### src/rtl/doppler_pkg.sv
// Shared definitions for the Doppler FIFO reader.
// Contents: reader state enum and default WIDTH/DEEP constants.
package doppler_pkg;

  localparam int DEF_WIDTH = 32;
  localparam int DEF_DEEP  = 4;

  typedef enum logic [2:0] {
    IDLE    = 3'd0,
    REWIND  = 3'd1,
    SETTLE  = 3'd2,
    CAPTURE = 3'd3,
    HOLD    = 3'd4,
    STEP    = 3'd5,
    FINISH  = 3'd6
  } state_t;

endpackage

### src/rtl/doppler_fifo_reader_if.sv
// Output sample stream of the Doppler FIFO reader.
// Signals: outData (sample), outValid (sample pending), outReady (sink accepts).
// Modports: master = reader side, slave = downstream side.
interface doppler_fifo_reader_if #(
  parameter int WIDTH = doppler_pkg::DEF_WIDTH
);
  logic [WIDTH-1:0] outData;
  logic             outValid;
  logic             outReady;

  modport master (output outData, outValid, input  outReady);
  modport slave  (input  outData, outValid, output outReady);
endinterface

### src/rtl/strobe_pulse.sv
// Registered one-cycle pulse generator: pulse follows trig one clock later.
// Ports: clk, reset_n (async active-low), trig (combinational request), pulse.
module strobe_pulse (
  input  logic clk,
  input  logic reset_n,
  input  logic trig,
  output logic pulse
);
  always_ff @(posedge clk or negedge reset_n)
    if (!reset_n) pulse <= 1'b0;
    else          pulse <= trig;
endmodule

### src/rtl/doppler_fifo_reader.sv
// Doppler FIFO reader: replays a burst of burstLen words from an external
// FIFO (replays+1) times, one word per downstream handshake.
// Ports: clk, reset_n (async active-low); start/burstLen/replays (burst
// request, latched in IDLE); fifoQ (combinational FIFO data); out (stream
// master: outData/outValid/outReady); readEnable/readNext/goToReg0 (FIFO
// control); busy, done (status); checksum.
// Build option: FIFO_READER_CHECKSUM_EN enables the running checksum of
// delivered words; otherwise checksum is tied to 0.
module doppler_fifo_reader
  import doppler_pkg::*;
#(
  parameter int WIDTH = DEF_WIDTH,
  parameter int DEEP  = DEF_DEEP
) (
  input  logic                 clk,
  input  logic                 reset_n,
  input  logic                 start,
  input  logic [DEEP:0]        burstLen,
  input  logic [3:0]           replays,
  input  logic [WIDTH-1:0]     fifoQ,
  doppler_fifo_reader_if.master out,
  output logic                 readEnable,
  output logic                 readNext,
  output logic                 goToReg0,
  output logic                 busy,
  output logic                 done,
  output logic [WIDTH-1:0]     checksum
);

  localparam logic [DEEP:0] MAX_LEN = {1'b1, {DEEP{1'b0}}};
  localparam logic [DEEP:0] ONE     = 1;

  state_t           state;
  logic [DEEP:0]    len_q, wcnt;
  logic [3:0]       rep_q, pass_q;
  logic [WIDTH-1:0] data_q;
  logic             valid_q;

  logic go, hs, last_word, more_pass, rewind_trig, step_trig;

  assign go        = (state == IDLE) && start;
  assign hs        = (state == HOLD) && valid_q && out.outReady;
  // wcnt is already incremented in CAPTURE, so it equals words sent this pass
  assign last_word = (wcnt >= len_q);
  assign more_pass = (pass_q != rep_q);

  // Strobes fire in the cycle the FSM sits in REWIND / STEP
  assign rewind_trig = (go && (burstLen != '0)) || (hs && last_word && more_pass);
  assign step_trig   = hs && !last_word;

  strobe_pulse u_rewind (.clk(clk), .reset_n(reset_n), .trig(rewind_trig), .pulse(goToReg0));
  strobe_pulse u_step   (.clk(clk), .reset_n(reset_n), .trig(step_trig),   .pulse(readNext));

  always_ff @(posedge clk or negedge reset_n) begin
    if (!reset_n) begin
      state   <= IDLE;
      len_q   <= '0;
      wcnt    <= '0;
      rep_q   <= '0;
      pass_q  <= '0;
      data_q  <= '0;
      valid_q <= 1'b0;
      done    <= 1'b0;
    end else begin
      done <= 1'b0;
      unique case (state)
        IDLE: if (start) begin
          len_q  <= (burstLen > MAX_LEN) ? MAX_LEN : burstLen;
          rep_q  <= replays;
          pass_q <= '0;
          wcnt   <= '0;
          state  <= (burstLen == '0) ? FINISH : REWIND;
        end
        REWIND:  state <= SETTLE;
        SETTLE:  state <= CAPTURE;   // fifoQ settles after a pointer move
        CAPTURE: begin
          data_q  <= fifoQ;
          valid_q <= 1'b1;
          wcnt    <= wcnt + ONE;
          state   <= HOLD;
        end
        HOLD: if (hs) begin
          valid_q <= 1'b0;
          if (!last_word) state <= STEP;
          else if (more_pass) begin
            state  <= REWIND;
            wcnt   <= '0;
            pass_q <= pass_q + 4'd1;
          end else state <= FINISH;
        end
        STEP:    state <= SETTLE;
        FINISH: begin
          done  <= 1'b1;
          state <= IDLE;
        end
        default: state <= IDLE;
      endcase
    end
  end

  assign busy         = (state != IDLE);
  assign readEnable   = busy;
  assign out.outData  = data_q;
  assign out.outValid = valid_q;

`ifdef FIFO_READER_CHECKSUM_EN
  logic [WIDTH-1:0] sum_q;
  always_ff @(posedge clk or negedge reset_n)
    if (!reset_n)  sum_q <= '0;
    else if (go)   sum_q <= '0;
    else if (hs)   sum_q <= sum_q + data_q;
  assign checksum = sum_q;
`else
  assign checksum = '0;
`endif

endmodule

### src/flat_wrapper.sv
// flat-port wrapper written by rule: the top's interface ports become plain ports
module doppler_fifo_reader_flat import doppler_pkg::*;
#(
  parameter int WIDTH = DEF_WIDTH,
  parameter int DEEP  = DEF_DEEP
)
  (clk, reset_n, start, burstLen, replays, fifoQ, readEnable, readNext, goToReg0, busy, done, checksum, out_outData, out_outValid, out_outReady);
  doppler_fifo_reader_if #(.WIDTH(WIDTH)) out_i ();
  input  logic clk;
  input  logic reset_n;
  input  logic start;
  input  logic [DEEP:0] burstLen;
  input  logic [3:0] replays;
  input  logic [WIDTH-1:0] fifoQ;
  output logic readEnable;
  output logic readNext;
  output logic goToReg0;
  output logic busy;
  output logic done;
  output logic [WIDTH-1:0] checksum;
  output wire logic [$bits(out_i.outData)-1:0] out_outData;
  output wire logic [$bits(out_i.outValid)-1:0] out_outValid;
  input wire logic [$bits(out_i.outReady)-1:0] out_outReady;
  assign out_outData = out_i.outData;
  assign out_outValid = out_i.outValid;
  assign out_i.outReady = out_outReady;
  doppler_fifo_reader #(.WIDTH(WIDTH), .DEEP(DEEP)) u_core (.clk(clk), .reset_n(reset_n), .start(start), .burstLen(burstLen), .replays(replays), .fifoQ(fifoQ), .out(out_i), .readEnable(readEnable), .readNext(readNext), .goToReg0(goToReg0), .busy(busy), .done(done), .checksum(checksum));
endmodule
### config.mk
export PLATFORM = sky130hd
export DESIGN_NAME = doppler_fifo_reader_flat
export DESIGN_NICKNAME = d
export VERILOG_FILES = /design/src/rtl/doppler_pkg.sv /design/src/rtl/doppler_fifo_reader_if.sv /design/src/rtl/strobe_pulse.sv /design/src/rtl/doppler_fifo_reader.sv /design/src/flat_wrapper.sv
export SDC_FILE = /design/constraint.sdc
export NUM_CORES = 1
export LEC_CHECK = 0
export BUFFER_PORTS_ARGS = -buffer_cell sky130_fd_sc_hd__buf_2
export CAP_MARGIN = 15
export CORE_MARGIN = 4
export CORE_UTILIZATION = 51
export DETAILED_ROUTE_END_ITERATION = 16
export PLACE_DENSITY_LB_ADDON = 0.05
export SYNTH_ARGS = -nofsm -noshare
export SYNTH_HDL_FRONTEND = slang
export SYNTH_SLANG_ARGS = --single-unit
### constraint.sdc
create_clock -name clk -period 3.85 [get_ports clk]
set_clock_uncertainty 0.15 [all_clocks]
set_input_delay 0.385 -clock clk [delete_from_list [all_inputs] [get_ports clk]]
set_output_delay 0.385 -clock clk [all_outputs]
set_load 0.005 [all_outputs]
==> flow_metrics.env, run 1 <==
export IMPL_fp_dieH_um=81.2
export IMPL_core_area_um2=5140
export IMPL_async_flop_share_pct=100
export IMPL_critPathArrivalTime_ns=2.29
export IMPL_cap_violations=0
export IMPL_post_cts_resized=0
export IMPL_drc=0
export IMPL_avgRoutedWirePerCell_um=11.9
export IMPL_worstMarginPinSlew_ns=0.685
export IMPL_syn_to_final_growth_pct=19.2
export IMPL_grt_max_degree=35
export IMPL_portBuffers=82
export IMPL_met2WireLength_um=2690
export IMPL_rrSetupSlack_ns=1.65
export IMPL_pwr_share_seq_pct=44.2
export IMPL_dp_slack_ns=1.66
export IMPL_ff2ff_path_depth=7
export IMPL_syn_area_um2=2730
export IMPL_setup_slack_ns=1.65
export IMPL_dieWidth_um=81.2
export IMPL_antenna_found_initial=0
export IMPL_gr_total_overflow=0
export IMPL_finalCritPeriodShare_pct=57.1
export IMPL_synth_cells=301
export IMPL_numClockSinks=57
export IMPL_drt_iter0_drc=121
export IMPL_yosys_area_share_simple_pct=21.8
export IMPL_drv_slew=0
export IMPL_ys_ff_latch=57
export IMPL_p_switching_uw=826
export IMPL_antenna_cells=0
export IMPL_io_pins=115
export IMPL_slew_headroom_pct=54.3
export IMPL_fmax_mhz=455
export IMPL_critPathRequiredTime_ns=3.94
export IMPL_cp_max_fo=6
export IMPL_pwr_share_clk_pct=20.1
export IMPL_worstSetupPathType="flop to flop"
export IMPL_topRoutingLayerUsed="met4"
export IMPL_r2r_start="u_core.wcnt[2]$_DFFE_PN0P_"
export IMPL_totalWireLength_um=5480
export IMPL_ant_nets=0
export IMPL_final_common_cell="nand2_1"
export IMPL_gr_usage_all_layers_pct=18.6
export IMPL_routabilityCongestion=0.807
export IMPL_insertion_delay_ns=0.31
export IMPL_grt_pass1_wl_um=9370
export IMPL_hold_path_end="u_core.out.outData[29]$_DFFE_PN0P_"
export IMPL_seq_area_frac_synth_pct=52.3
export IMPL_period_needed_ns=2.20
export IMPL_drive_above_1_share_pct=26.2
export IMPL_internal_power_mw=1.49
export IMPL_met1_length_um=2360
export IMPL_yosys_area_share_adder_pct=3.21
export IMPL_layout_common_cells="110 x nand2_1, 82 x buf_2, 57 x dfrtp_1, 32 x conb_1, 12 x o21ai_0"
export IMPL_hp_class="primary input to flop"
export IMPL_p_leak_nw=1.80
export IMPL_hold_viol_final=0
export IMPL_clk_path_buf_depth=2
export IMPL_synthFlopType="dfrtp_1"
export IMPL_place_hpwl_um=4020
export IMPL_finalNetCount=438
export IMPL_min_path_cells=3
export IMPL_rows=26
export IMPL_grt_pass1_vias=2112
export IMPL_synth_top_family_by_area="simple AND/OR/NAND/NOR gates"
export IMPL_synthMuxAreaShare_pct=2.80
export IMPL_die_area_um2=6590
export IMPL_synth_edf_count=0
export IMPL_hp_start="fifoQ[29]"
export IMPL_finalSetupViolCount=0
export IMPL_cp_start_kind="flop"
export IMPL_pwr_share_comb_pct=35.6
export IMPL_synthXorXnorAreaFrac_pct=2.25
export IMPL_vias=2138
export IMPL_reg2reg_to="u_core.wcnt[1]$_DFFE_PN0P_"
export IMPL_crit_path_end_kind="flop"
export IMPL_cts_htree_levels=3
export IMPL_clkTransAtPathRegs_ns=0.06
export IMPL_power_density_nw_per_um2=712
export IMPL_rsz0062_at_grt="no"
export IMPL_yosysUniqueCellTypes=32
export IMPL_synth_area_per_cell_um2=9.07
export IMPL_start_util_pct=53.1
export IMPL_root_buffer="clkbuf_8"
export IMPL_fin_tns_setup_ns=0
export IMPL_numCtsBuffers=9
export IMPL_synth_compound_area_share_pct=5.96
export IMPL_status="completed"
export IMPL_cts_tree="done"
export IMPL_final_core_util_pct=63.3
export IMPL_vias_per_cell=4.66
export IMPL_yosysWarnings=0
export IMPL_p_sw_share_pct=35.7
export IMPL_ir_worst_vdd_mv=0.384
export IMPL_met3_length_um=374
export IMPL_drt_pre_antenna_iters=4
routing by layer:
layer | global-route usage [%] | vias up
li1 | - | 1075
met1 | 22.7 | 989
met2 | 30.7 | 69
met3 | 4.77 | 5
met4 | 8.95 | 0
met5 | 0 | -
state kept, by name, indices dropped and copies added, names as in the netlist:
register and count:
u_core.out.outData 32, u_core.len_q 5, u_core.wcnt 5, u_core.pass_q 4, u_core.rep_q 4, u_core.state 3
u_core.done 1, u_core.out.outValid 1, u_core.u_rewind.pulse 1, u_core.u_step.pulse 1
cells by family (layout without fill, tap and decap cells):
logic type      count (synthesis)  in the layout
mux                             7              7
other cells                     1             32
xor+xnor                        7              7
fa+ha+maj                       7              7
compound gates                 28             28
simple gates                  143            143
flops                          57             57
buf+inv                        51            108
worst max path at each step:
stage	start	end	slack, ns	cells past startpoint
CTS	u_core.wcnt[2]$_DFFE_PN0P_	u_core.wcnt[1]$_DFFE_PN0P_	1.64	7
global placement	u_core.wcnt[2]$_DFFE_PN0P_	u_core.wcnt[1]$_DFFE_PN0P_	1.68	7
finish	u_core.wcnt[2]$_DFFE_PN0P_	u_core.wcnt[1]$_DFFE_PN0P_	1.65	7
floorplan	u_core.wcnt[2]$_DFFE_PN0P_	u_core.state[0]$_DFFE_PN0P_	1.82	7
global route	u_core.wcnt[0]$_DFFE_PN0P_	u_core.pass_q[1]$_DFFE_PN0P_	1.48	8
detailed placement	u_core.wcnt[2]$_DFFE_PN0P_	u_core.wcnt[1]$_DFFE_PN0P_	1.66	7
Yosys cell counts (4+ instances only):
cell	number	share of area (%)
mux2_2	5	2.1
nand2b_1	7	1.6
dfrtp_1	57	52
ha_1	7	3.2
clkbuf_1	10	1.4
xnor2_1	4	1.3
buf_4	33	9.1
o21ai_0	12	2.2
nor2_1	10	1.4
nand2_1	110	15
nand3_1	4	0.73
a21oi_1	6	1.1
inv_1	7	0.96
final cells by class:
cell class,count,area (µm²)
repair buffers,86,443
clock buffers,14,163
inverters,8,30.0
multi-input cells,224,1100
flip-flops and latches,57,1430
well taps,70,87.6
fillers,475,1890
critical path, cell delays in order, from the launching register on:
cell	delay [ns]
dfrtp_1	0.42
ha_1	0.33
a211o_1	0.26
a31oi_1	0.14
o21bai_1	0.14
a21oi_1	0.35
nor2_1	0.17
o21ai_1	0.16
through the flow:
stage               hold slack, ns  power (mW)  instances  cell area, µm²
detailed placement           0.243        1.87        444            3080
global route                0.0887        2.55        459            3250
finish                       0.105        2.32        459            3250
global placement             0.247        1.85        444            3080
floorplan                  -0.0606        1.55        332            2850
CTS                         0.0845        2.35        459            3250
power by group through the flow:
stage | clock [mW] | sequential [mW] | combinational (mW)
after floorplan | 0 | 1.01 | 0.544
after global placement | 0 | 1.03 | 0.816
after detailed placement | 0 | 1.03 | 0.841
after CTS | 0.483 | 1.02 | 0.842
after global routing | 0.513 | 1.06 | 0.974
final | 0.466 | 1.02 | 0.825
timing repair:
item	4_1_cts	5_1_grt
buffers inserted	0	0
hold buffers	1	0
endpoints found under the hold margin	23	0
Power figures use the tool's default switching activity.
==> inputs of run 2 (changes only) <==
--- a/config.mk
+++ b/config.mk
@@ -8,7 +8,7 @@
 export BUFFER_PORTS_ARGS = -buffer_cell sky130_fd_sc_hd__buf_2
 export CAP_MARGIN = 15
 export CORE_MARGIN = 4
-export CORE_UTILIZATION = 51
+export CORE_UTILIZATION = 48
 export DETAILED_ROUTE_END_ITERATION = 16
 export PLACE_DENSITY_LB_ADDON = 0.05
 export SYNTH_ARGS = -nofsm -noshare
==> constraint.sdc (replaced) <==
create_clock -name clk -period 2.22 [get_ports clk]
set_clock_uncertainty 0.15 [all_clocks]
set_input_delay 0.222 -clock clk [delete_from_list [all_inputs] [get_ports clk]]
set_output_delay 0.222 -clock clk [all_outputs]
set_load 0.005 [all_outputs]
==> run 2 against run 1 <==
Effect of this change:
- total power up 93%
- combinational power up 95%
- clock power up 130%
- first-iteration DRC count down 45%
- sequential cell count unchanged
- global-route usage down 0.94 points
- largest power group unchanged
==> flow_metrics.env, run 2 (synthesized netlist as in run 1, its figures left out) <==
export IMPL_status="completed"
export IMPL_cap_violations=0
export IMPL_worstPathCellList="ha_1 > a211o_1 > a31oi_2 > o21bai_2 > nor3b_1 > a2111o_1 > a21oi_1"
export IMPL_fin_tns_setup_ns=0
export IMPL_final_common_cell="nand2_1"
export IMPL_crit_path_end_kind="flop"
export IMPL_slew_headroom_pct=58.9
export IMPL_vias_per_cell=4.54
export IMPL_portBuffers=82
export IMPL_die_area_um2=6960
export IMPL_largest_register_ffs=32
export IMPL_r2r_start="u_core.wcnt[2]$_DFFE_PN0P_"
export IMPL_insertion_delay_ns=0.32
export IMPL_gr_usage_all_layers_pct=17.7
export IMPL_vias=2296
export IMPL_drt_pre_antenna_iters=4
export IMPL_routabilityCongestion=0.786
export IMPL_hold_viol_final=0
export IMPL_hp_start="burstLen[1]"
export IMPL_drive_above_1_share_pct=26.7
export IMPL_cp_max_fo=4
export IMPL_p_total_mw=4.46
export IMPL_numCtsBuffers=9
export IMPL_io_pins=115
export IMPL_min_path_cells=3
export IMPL_finalNetCount=481
export IMPL_worstMarginPinSlew_ns=0.617
export IMPL_grt_pass1_wl_um=10100
export IMPL_design_area_um2=3760
export IMPL_finalSetupViolCount=0
export IMPL_root_buffer="clkbuf_8"
export IMPL_crit_path_max_incr_delay_ns=0.41
export IMPL_cp_start_kind="flop"
export IMPL_placed_area_um2=3130
export IMPL_critPathArrivalTime_ns=2.22
export IMPL_worstSetupPathType="flop to flop"
export IMPL_fp_dieH_um=83.4
export IMPL_reg2reg_to="u_core.state[0]$_DFFE_PN0P_"
export IMPL_grt_max_degree=32
export IMPL_power_density_nw_per_um2=1190
export IMPL_critPathRequiredTime_ns=2.31
export IMPL_layout_common_cells="110 x nand2_1, 82 x buf_2, 57 x dfrtp_1, 37 x dlygate4sd3_1, 32 x conb_1"
export IMPL_ff2ff_path_depth=7
export IMPL_drt_iter0_drc=67
export IMPL_drv_slew=0
export IMPL_avgRoutedWirePerCell_um=11.8
export IMPL_place_hpwl_um=4000
export IMPL_rrSetupSlack_ns=0.09
export IMPL_start_util_pct=49.6
export IMPL_cts_htree_levels=3
export IMPL_clkTransAtPathRegs_ns=0.06
export IMPL_cts_tree="done"
export IMPL_rows=27
export IMPL_gr_total_overflow=0
export IMPL_totalWireLength_um=5960
export IMPL_syn_to_final_growth_pct=37.7
export IMPL_antenna_cells=0
export IMPL_ant_nets=0
export IMPL_hold_path_end="u_core.len_q[1]$_DFFE_PN0P_"
export IMPL_drc=0
export IMPL_core_area_um2=5510
export IMPL_antenna_found_initial=0
export IMPL_ir_worst_vdd_mv=0.747
export IMPL_numClockSinks=57
export IMPL_grt_pass1_vias=2228
export IMPL_finalCritPeriodShare_pct=95.8
export IMPL_dieWidth_um=83.4
export IMPL_fmax_mhz=470
export IMPL_p_leak_nw=2.02
export IMPL_clk_path_buf_depth=2
export IMPL_slowest_stage="dfrtp_1"
export IMPL_period_needed_ns=2.13
export IMPL_hp_class="primary input to flop"
-- run 2: metrics by stage --
stage	cells	utilization [%]	hold WS [ns]	worst slack [ns]
2_1_floorplan	332	-	-0.224	0.190
3_3_place_gp	451	56.9	0.132	0.124
3_5_place_dp	451	56.9	0.123	0.0640
4_1_cts	504	67.8	0.0147	0.0398
5_1_grt	506	68.2	0.0477	-0.00302
6_report	506	68.2	0.0291	0.0934
-- run 2: worst max path at each step --
| stage | startpoint | end | depth (start not counted) |
|---|---|---|---|
| 6_report | u_core.wcnt[2]$_DFFE_PN0P_ | u_core.state[0]$_DFFE_PN0P_ | 7 |
| 5_1_grt | u_core.wcnt[2]$_DFFE_PN0P_ | u_core.state[0]$_DFFE_PN0P_ | 7 |
| 3_3_place_gp | u_core.wcnt[2]$_DFFE_PN0P_ | u_core.state[0]$_DFFE_PN0P_ | 7 |
| 4_1_cts | u_core.wcnt[2]$_DFFE_PN0P_ | u_core.pass_q[0]$_DFFE_PN0P_ | 7 |
| 2_1_floorplan | u_core.wcnt[2]$_DFFE_PN0P_ | u_core.state[0]$_DFFE_PN0P_ | 7 |
| 3_5_place_dp | u_core.wcnt[2]$_DFFE_PN0P_ | u_core.pass_q[1]$_DFFE_PN0P_ | 7 |
-- run 2: power breakdown --
group | internal, mW | switching [mW]
clock | 0.689 | 0.394
combinational | 0.777 | 0.831
sequential | 1.48 | 0.292
total | 2.94 | 1.52
-- run 2: routing by layer --
layer	vias to the layer above	wire length, µm	global-route usage, %	part of all wire [%]
met5	-	0	0	0
met4	0	71	6.84	1.2
met3	6	353	3.97	5.9
met2	79	2850	28.9	48
met1	1053	2680	22.8	45
li1	1158	-	-	-
-- run 2: cell type report --
type / count / area (µm²)
Clock buffer: 11 / 151
Clock inverter: 5 / 77.6
Fill cell: 467 / 1750
Inverter: 8 / 30.0
Multi-Input combinational cell: 224 / 1110
Sequential cell: 57 / 1430
Tap cell: 72 / 90.1
Timing Repair Buffer: 129 / 868
-- run 2: repair_timing --
action / 4_1_cts / 5_1_grt
hold buffers: 37 / 0
buffers inserted: 0 / 2
gates resized for setup: 0 / 2
endpoints found under the hold margin: 62 / 0
setup endpoints to repair: 0 / 7
-- run 2: critical path: cells and delay by family, from the launching register on --
kind | cells | cell delay (ns)
AOI/OAI and AO/OA | 5 | 1.00
adders and majority gates | 1 | 0.33
DFF | 1 | 0.41
and+or+nand+nor | 1 | 0.16
==> inputs of run 3 (changes only) <==
--- a/config.mk
+++ b/config.mk
@@ -8,7 +8,7 @@
 export BUFFER_PORTS_ARGS = -buffer_cell sky130_fd_sc_hd__buf_2
 export CAP_MARGIN = 15
 export CORE_MARGIN = 4
-export CORE_UTILIZATION = 48
+export CORE_UTILIZATION = 51
 export DETAILED_ROUTE_END_ITERATION = 16
 export PLACE_DENSITY_LB_ADDON = 0.05
 export SYNTH_ARGS = -nofsm -noshare
==> constraint.sdc (replaced) <==
create_clock -name clk -period 2.5 [get_ports clk]
set_clock_uncertainty 0.15 [all_clocks]
set_input_delay 0.25 -clock clk [delete_from_list [all_inputs] [get_ports clk]]
set_output_delay 0.25 -clock clk [all_outputs]
set_load 0.005 [all_outputs]
==> run 3 against run 2 <==
Effect of this change:
- non-clock buffer count decreased by 8
- critical path type unchanged
- cell count decreased by 2.2%
- largest power group unchanged
- sequential share of layout area increased by 1.2 points
- die area decreased by 5.3%
- first-iteration DRC count increased by 49%
- setup slack improved by 0.21 ns
- clock-buffer cell count increased by 1
==> flow_metrics.env, run 3 (synthesized netlist as in run 1, its figures left out) <==
export IMPL_drt_iter0_drc=100
export IMPL_worstMarginPinSlew_ns=0.597
export IMPL_drive_above_1_share_pct=25.4
export IMPL_pwr_share_clk_pct=22.3
export IMPL_crit_path_max_incr_delay_ns=0.42
export IMPL_p_leak_nw=1.97
export IMPL_numClockSinks=57
export IMPL_grt_pass1_wl_um=9840
export IMPL_rrSetupSlack_ns=0.30
export IMPL_vias=2256
export IMPL_insertion_delay_ns=0.31
export IMPL_totalWireLength_um=6080
export IMPL_p_sw_share_pct=35.0
export IMPL_root_buffer="clkbuf_8"
export IMPL_worstSetupPathType="flop to flop"
export IMPL_gr_total_overflow=0
export IMPL_drc=0
export IMPL_start_util_pct=53.1
export IMPL_cap_violations=0
export IMPL_placed_area_um2=3120
export IMPL_cp_start_kind="flop"
export IMPL_fp_dieH_um=81.2
export IMPL_ant_nets=0
export IMPL_syn_to_final_growth_pct=33.4
export IMPL_r2r_start="u_core.wcnt[2]$_DFFE_PN0P_"
export IMPL_pwr_share_comb_pct=35.8
export IMPL_die_area_um2=6590
export IMPL_place_hpwl_um=4050
export IMPL_cts_htree_levels=3
export IMPL_p_switching_mw=1.32
export IMPL_portBuffers=82
export IMPL_cp_max_fo=6
export IMPL_hp_class="primary input to flop"
export IMPL_hp_start="replays[3]"
export IMPL_finalSetupViolCount=0
export IMPL_power_density_nw_per_um2=1030
export IMPL_p_total_mw=3.77
export IMPL_multiInputGateArea_um2=1100
export IMPL_finalNetCount=473
export IMPL_antenna_found_initial=0
export IMPL_status="completed"
export IMPL_antenna_cells=0
export IMPL_layout_common_cells="110 x nand2_1, 82 x buf_2, 57 x dfrtp_1, 33 x dlygate4sd3_1, 32 x conb_1"
export IMPL_fin_tns_setup_ns=0
export IMPL_rsz0062_at_grt="no"
export IMPL_rows=26
export IMPL_drt_pre_antenna_iters=4
export IMPL_io_pins=115
export IMPL_avgRoutedWirePerCell_um=12.3
export IMPL_post_cts_resized=0
export IMPL_pwr_share_seq_pct=41.9
export IMPL_reg2reg_to="u_core.pass_q[3]$_DFFE_PN0P_"
export IMPL_numCtsBuffers=9
export IMPL_clk_path_buf_depth=2
export IMPL_min_path_cells=2
export IMPL_finalCritPeriodShare_pct=88.0
export IMPL_period_needed_ns=2.20
export IMPL_critPathArrivalTime_ns=2.24
export IMPL_worstPathCellList="ha_1 > a211o_1 > a31oi_1 > o21bai_1 > a21oi_1 > nor3_1 > mux2i_1"
export IMPL_hold_path_end="u_core.rep_q[3]$_DFFE_PN0P_"
export IMPL_fmax_mhz=454
export IMPL_slew_headroom_pct=60.2
export IMPL_design_area_um2=3640
export IMPL_fillCellCount=418
export IMPL_gr_usage_all_layers_pct=19.6
export IMPL_core_area_um2=5140
export IMPL_crit_start="u_core.wcnt[2]$_DFFE_PN0P_"
export IMPL_routabilityCongestion=0.823
export IMPL_critPathRequiredTime_ns=2.54
export IMPL_post_cts_buffers=0
export IMPL_grt_max_degree=34
export IMPL_clkTransAtPathRegs_ns=0.06
export IMPL_register_area_um2=1430
export IMPL_crit_path_end_kind="flop"
export IMPL_hold_viol_final=0
export IMPL_vias_per_cell=4.56
export IMPL_dieWidth_um=81.2
export IMPL_ir_worst_vdd_mv=0.573
export IMPL_internal_power_mw=2.45
export IMPL_largest_register_ffs=32
export IMPL_cts_tree="done"
export IMPL_grt_pass1_vias=2212
export IMPL_drv_slew=0
export IMPL_ff2ff_path_depth=7
export IMPL_slowest_stage="dfrtp_1"
export IMPL_final_common_cell="nand2_1"
==> run 3: cell types whose count changed in the layout (fill, tap and decap cells not counted) <==
cell,delta
o21bai_2,-1
dlygate4sd3_1,-4
o21bai_1,+1
bufinv_16,-1
clkinvlp_4,-1
buf_4,-4
clkbuf_1,+1
a31oi_1,+1
a31oi_2,-1
==> run 3: worst max path at each step <==
stage | end | slack (ns) | cells after the start
2_1_floorplan | u_core.state[0]$_DFFE_PN0P_ | 0.47 | 7
3_3_place_gp | u_core.pass_q[3]$_DFFE_PN0P_ | 0.34 | 7
3_5_place_dp | u_core.pass_q[1]$_DFFE_PN0P_ | 0.31 | 8
4_1_cts | u_core.pass_q[3]$_DFFE_PN0P_ | 0.28 | 7
5_1_grt | u_core.pass_q[0]$_DFFE_PN0P_ | 0.15 | 8
6_report | u_core.pass_q[3]$_DFFE_PN0P_ | 0.30 | 7
==> run 3: metrics by stage <==
step                std cells  setup WS, ns  util (%)  hold slack, ns
floorplan                 332         0.470         -          -0.196
global placement          447         0.338      60.6           0.142
detailed placement        447         0.306      60.6           0.144
CTS                       495         0.281      70.8         0.00813
global route              495         0.152      70.8          0.0110
finish                    495         0.299      70.8          0.0230
==> run 3: power groups by stage <==
| stage | logic (mW) | registers, mW | clock network, mW |
|---|---|---|---|
| 4_1_cts | 1.36 | 1.58 | 0.862 |
| 6_report | 1.35 | 1.58 | 0.840 |
| 3_3_place_gp | 1.29 | 1.59 | 0 |
| 3_5_place_dp | 1.32 | 1.58 | 0 |
| 5_1_grt | 1.56 | 1.62 | 0.892 |
| 2_1_floorplan | 0.837 | 1.55 | 0 |
==> run 3: worst max-delay path: cells and delay by family, from the launching register on <==
family                   cells  cell delay, ns
flip-flops                   1            0.42
AND/OR/NAND/NOR              1            0.13
AO/OA/AOI/OAI                4            0.93
adder cells (fa/ha/maj)      1            0.32
multiplexers                 1            0.14
==> run 3: final cells by class <==
cell class                      instances  area share [%]
Clock buffer                           12            4.26
Clock inverter                          3            1.10
Inverter                                8           0.825
Multi-Input combinational cell        224            30.3
Sequential cell                        57            39.2
Tap cell                               70            2.41
Timing Repair Buffer                  121            21.9
==> run 3: what timing repair did <==
action / 4_1_cts / 5_1_grt
hold buffers: 33 / 0
hold endpoints to repair: 56 / 0
endpoints found under the setup margin: 0 / 0
==> run 3: metal layers <==
layer / part of all wire [%] / global-route usage, % / up-vias / routed length, µm
met1: 42 / 24.3 / 1050 / 2580
met5: 0 / 0 / - / 0
met2: 51 / 33.4 / 63 / 3130
met4: 0.63 / 7.43 / 0 / 38
met3: 5.5 / 4.21 / 4 / 332
li1: - / - / 1139 / -
